**config.mk**
```make
export PLATFORM = sky130hd
export DESIGN_NAME = xor_prng
export DESIGN_NICKNAME = d
export VERILOG_FILES = /design/src/rtl/prng_pkg.sv /design/src/rtl/xor_prng.sv
export SDC_FILE = /design/constraint.sdc
export NUM_CORES = 1
export LEC_CHECK = 0
export CORE_MARGIN = 2
export CORE_UTILIZATION = 30
export CTS_CLUSTER_DIAMETER = 80
export DETAILED_ROUTE_END_ITERATION = 12
export PLACE_DENSITY_LB_ADDON = 0.12
export SYNTH_ARGS = -nofsm -noshare
export SYNTH_HDL_FRONTEND = slang
export SYNTH_SLANG_ARGS = --single-unit
```
**constraint.sdc**
```tcl
create_clock -name clk -period 1.76 [get_ports clk]
set_input_delay 0.352 -clock clk [delete_from_list [all_inputs] [get_ports clk]]
set_output_delay 0.352 -clock clk [all_outputs]
set_load 0.005 [all_outputs]
```
**src/rtl/prng_pkg.sv**
```systemverilog
// prng_pkg: shared xorshift16 constants and step function
package prng_pkg;
    localparam int          PRNG_SHIFT_A   = 7;
    localparam int          PRNG_SHIFT_B   = 9;
    localparam int          PRNG_SHIFT_C   = 8;
    localparam logic [15:0] PRNG_ZERO_SEED = 16'hACE1;

    function automatic logic [15:0] xorshift16_step_sh(input logic [15:0] x, input int a, input int b, input int c);
        logic [15:0] t1, t2;
        t1 = x ^ (x << a);
        t2 = t1 ^ (t1 >> b);
        return t2 ^ (t2 << c);
    endfunction

    function automatic logic [15:0] xorshift16_step(input logic [15:0] x);
        return xorshift16_step_sh(x, PRNG_SHIFT_A, PRNG_SHIFT_B, PRNG_SHIFT_C);
    endfunction
endpackage

```
**src/rtl/xor_prng.sv**
```systemverilog
// xor_prng: 16-bit xorshift generator, one step per enabled clock
module xor_prng
    import prng_pkg::*;
#(
    parameter logic [15:0] SEED    = 16'h5A3C,
    parameter int          SHIFT_A = PRNG_SHIFT_A,
    parameter int          SHIFT_B = PRNG_SHIFT_B,
    parameter int          SHIFT_C = PRNG_SHIFT_C
) (
    input  logic        clk,
    input  logic        rst_n,
    input  logic        enable,
    output logic [15:0] rand_num
);
    localparam logic [15:0] SEED_EFF = (SEED != 16'h0) ? SEED : PRNG_ZERO_SEED;

    logic [15:0] r_state;
    logic [15:0] w_next;

    assign w_next   = xorshift16_step_sh(r_state, SHIFT_A, SHIFT_B, SHIFT_C);
    assign rand_num = r_state;

    // state register: async seed load, zero lock-up recovery, enabled advance
    always_ff @(posedge clk or negedge rst_n) begin
        if (!rst_n)
            r_state <= SEED_EFF;
        else if (r_state == 16'h0)
            r_state <= SEED_EFF;
        else if (enable)
            r_state <= w_next;
    end
endmodule

```
Yosys cells after proc, flatten, opt, wreduce, memory -nomap -nowiden

Cells that the tools add are included.

Bits in latches: 0
Bits in writable memories: 0
Bits of input ports: 3
Memories kept: 0
ROM bits: 0
Register bits: 16
Output and inout port bits: 16

$add $sub $neg: 0
Bitwise gates (word level): 3
Shift operators: 0
Multipliers: 0
Divide/modulo/power cells: 0
Reductions and logical operators: 2
Multiplexer cells: 2
$lt $le $gt $ge: 0
Equal/unequal tests: 0

Operators with widths:

| cell                                   | number |
|---|---|
| 16-bit two-way mux                     | 2 |
| 16-bit XOR                             | 2 |
| 16-bit zero test                       | 1 |
| 16-bit by 7-bit XOR with 16-bit output | 1 |
| 2-bit nonzero test                     | 1 |

Depth between registers and ports, before layout

Depth after elaboration: 5
Gate-level depth with buffers: 5

Least setup slack after synthesis

OpenSTA, ideal clock, no wires.

Path kind: register -> register
From: reg r_state[3], in the netlist rand_num[3]
To: reg r_state[4], in the netlist rand_num[4]
Cell stages (with the launch flop): 5
Setup time: 0.088 ns
Required time: 1.672 ns
Path slack: 0.383 ns
Arrival: 1.289 ns
Path buffers: 1
Clock period less this slack: 1.377 ns
Path through: dfstp_2 -> buf_2 -> nor4_1 -> and4_4 -> or3b_1

Longest elaborated chain between the ends: 2
Elaborated cells on any way between the ends: 3
Classes of those cells: mux (1); reduce/logical (2)

Ends and longest elaborated chain:

| element                                                  | line           | text |
|---|---|---|
| start: declaration                                       | xor_prng.sv:17 | `logic [15:0] r_state;` |
| start signal: assignment                                 | xor_prng.sv:30 | `r_state <= w_next;` |
| 16-bit zero test *                                       | xor_prng.sv:27 | `else if (r_state == 16'h0)` |
| 16-bit two-way mux or 2-bit nonzero test (tied branches) | --             |  |

Mark *: on every way between the ends. The rest lies on a longest branch, timed or not.
A chain may end at the register's enable or synchronous reset.

Worst setup path after layout

From: reg r_state[14], in the netlist rand_num[14]
To: out rand_num[14]

RTL lines:

| element          | line           | text |
|---|---|---|
| end: declaration | xor_prng.sv:13 | `output logic [15:0] rand_num` |

No word-level cell between the ends.

==> run_results.csv <==
group,metric,value,unit
worst_setup_path,slowest_stage,"dfstp_2",
routing,via_count,727,
cells_and_area,fill_cells,316,
global_routing,grt_max_degree,21,
cells_and_area,drive_gt1_frac,0.254,
global_routing,antenna_found_initial,0,
yosys,avgSynthCellArea,10.7,sq um
clocking,clk_latency,0.29,ns
power_and_ir_drop,ir_worst_vdd,0.807,mV
clocking,root_buffer,"clkbuf_4",
yosys,syn_area,948,sq um
routing,vias_per_cell,4.60,
sta,fin_setup_tns,0,ns
worst_setup_path,cp_slowest_stage_delay,0.54,ns
sta,worst_pin_slew,0.422,ns
clocking,cts.path.max_buffers,2,
worst_hold_path,hold_path_class,"input port to async pin",
sta,hold_viol,0,
sta,skew,0.00658,ns
power_and_ir_drop,p_sw,0.00120,W
global_routing,grt_overflow,0,
power_and_ir_drop,combPwrFrac,0.639,
power_and_ir_drop,internal_power,0.00185,W
sta,period_minus_slack,1.69,ns
routing,drt_iter0_markers,24,
die,initial_utilization,0.313,
cells_and_area,fin_nets,118,
die,die_h,60.2,um
place,portBuffers,18,
worst_setup_path,worstPathArrival,1.34,ns
yosys,ys_warn_count,0,
place,postPlaceCellArea,0.00116,sq mm
sta,rsz0062_at_grt,"false",
worst_setup_path,crit_path_start_kind,"flop",
place,place.gp.congestion,0.770,
worst_setup_path,cp_max_fo,2,
power_and_ir_drop,power.leakage,0.475,nW
yosys,ys_seq_elements,16,
clocking,cts-hold-fix-buffers,0,
yosys,synth_seq_area_share,0.433,
place,dp_cells,146,
cells_and_area,area_delta_synth_final,31.7,%
sta,max_freq,592,MHz
die,die_area,0.00363,sq mm
yosys,synth.distinct_cells,23,
cells_and_area,layout.cells.non_filler,158,
routing,drcViolationCount,0,
cells_and_area,largest_reg_flops,16,
clocking,clk_pin_slew,0.10,ns
clocking,cts_made_buffers,3,
routing,ant_nets,0,
cells_and_area,fin_util,0.412,
die,rows,20,
cells_and_area,diodes,0,
yosys,syn_inst,89,
job,drv_cap,0,
global_routing,grt_pass1_wl,3.48,mm
cells_and_area,final_cell_area,0.00125,sq mm
place,dp_slack,0.259,ns
power_and_ir_drop,power_density,2440,mW/mm^2
routing,firstDrtPassIters,4,
sta,finalSetupViolations,0,
place,place_hpwl,1.42,mm
die,chipWidth,60.2,um
sta,slew_headroom,0.716,
sta,period_share,0.960,
cells_and_area,multiInputGateArea,494,sq um
routing,totalWireLength,2.09,mm
outcome,status,"completed",
global_routing,groute.usage.overall,0.135,
clocking,cts_max_level,1,
worst_setup_path,crit_buf_inv,1,
worst_setup_path,crit_type,"flop to output pin",
worst_setup_path,critPathCaptureType,"output pin",
clocking,cts.sinks,16,
worst_setup_path,cp.required,1.41,ns
worst_setup_path,crit_chain,"clkdlybuf4s50_1",
worst_setup_path,path_delay_family,"flip-flops",
die,coreArea,0.00303,sq mm
clocking,cts_tree,"done",
die,num_io_pins,19,
sta,drv_slew,0,
sta,setup_ws,0.0709,ns
yosys,synth_nets,92,
power_and_ir_drop,p_seq_frac,0.291,
power_and_ir_drop,swShare,0.393,
routing,wl_per_cell,13.3,um
global_routing,grt_pass1_vias,762,
cells_and_area,ff_latch_area,414,sq um
cells_and_area,most-common-layout-cells,"xnor2_1, clkdlybuf4s50_1, buf_4",
cells_and_area,final_common_cell,"xnor2_1",
power_and_ir_drop,clkPwrFrac,0.070,
-- cells by family after synthesis --
| family | Yosys count | synth area share |
|---|---|---|
| XOR/XNOR | 31 | 0.302 |
| AND/OR/NAND/NOR | 19 | 0.124 |
| flip-flops | 16 | 0.433 |
| AO/OA/AOI/OAI | 15 | 0.0950 |
| buffers and inverters | 8 | 0.0462 |
-- layout make-up --
class / instances / share of cell area
flip-flops and latches: 16 / 0.332
clock buffers: 4 / 0.0210
inverters: 1 / 0.00301
repair buffers: 28 / 0.204
well taps: 44 / 0.0441
multi-input cells: 65 / 0.396
-- routing by layer --
metal	wire length, um	vias to the layer above	track usage
li1	-	352	-
met1	978	361	0.169
met2	1030	12	0.216
met3	71	2	0.0455
met4	17	0	0.0444
met5	0	-	0
-- metrics by stage --
| step | total power (W) | hold WS, ns |
|---|---|---|
| floorplan | 0.00218 | 0.0564 |
| global placement | 0.00270 | 0.539 |
| detailed placement | 0.00271 | 0.547 |
| CTS | 0.00305 | 0.381 |
| global route | 0.00332 | 0.370 |
| finish | 0.00305 | 0.371 |
-- power groups by stage --
stage               clock network [W]  logic, W  registers (W)
finish                       0.000213   0.00195       0.000887
CTS                          0.000222   0.00193       0.000902
floorplan                           0   0.00128       0.000904
global placement                    0   0.00163        0.00106
global route                 0.000241   0.00215       0.000928
detailed placement                  0   0.00164        0.00107
-- synth_stat cells --
cell	count	area (sq um)
a211oi_1	4	30.0
a21oi_1	3	15.0
a31oi_1	4	25.0
and3_1	3	18.8
and4_4	1	11.3
buf_2	5	25.0
buf_6	1	11.3
clkbuf_1	1	3.75
dfrtp_1	8	200
dfstp_2	8	210
inv_1	1	3.75
nand2_1	6	22.5
nand4_1	1	6.26
nor2_1	2	7.51
nor3_1	1	5.00
nor4_1	2	12.5
nor4_2	2	25.0
o21ai_0	3	15.0
o21ai_1	1	5.00
or3b_1	1	8.76
xnor2_1	20	175
xor2_1	9	78.8
xor2_2	2	32.5
-- worst paths after layout --
kind | from | endpoint | slack [ns] | cells past startpoint
worst max-delay path | rand_num[14]$_DFFE_PN1P_ | rand_num[14] | 0.07 | 1
worst min register to register | rand_num[15]$_DFFE_PN0P_ | rand_num[15]$_DFFE_PN0P_ | 0.56 | 1
min in group clk | rand_num[15]$_DFFE_PN0P_ | rand_num[15]$_DFFE_PN0P_ | 0.56 | 1
max in group asynchronous | rst_n | rand_num[12]$_DFFE_PN1P_ | 1.13 | 2
worst min-delay path | rst_n | rand_num[1]$_DFFE_PN0P_ | 0.37 | 2
worst max register to register | rand_num[12]$_DFFE_PN1P_ | rand_num[9]$_DFFE_PN1P_ | 0.17 | 5
-- repair_timing --
action / 4_1_cts / 5_1_grt
endpoints found under the hold margin: 0 / 0
setup buffers: 7 / 1
endpoints found under the setup margin: 8 / 3
gates resized for setup: 1 / 2
Power figures use the tool's default switching activity.
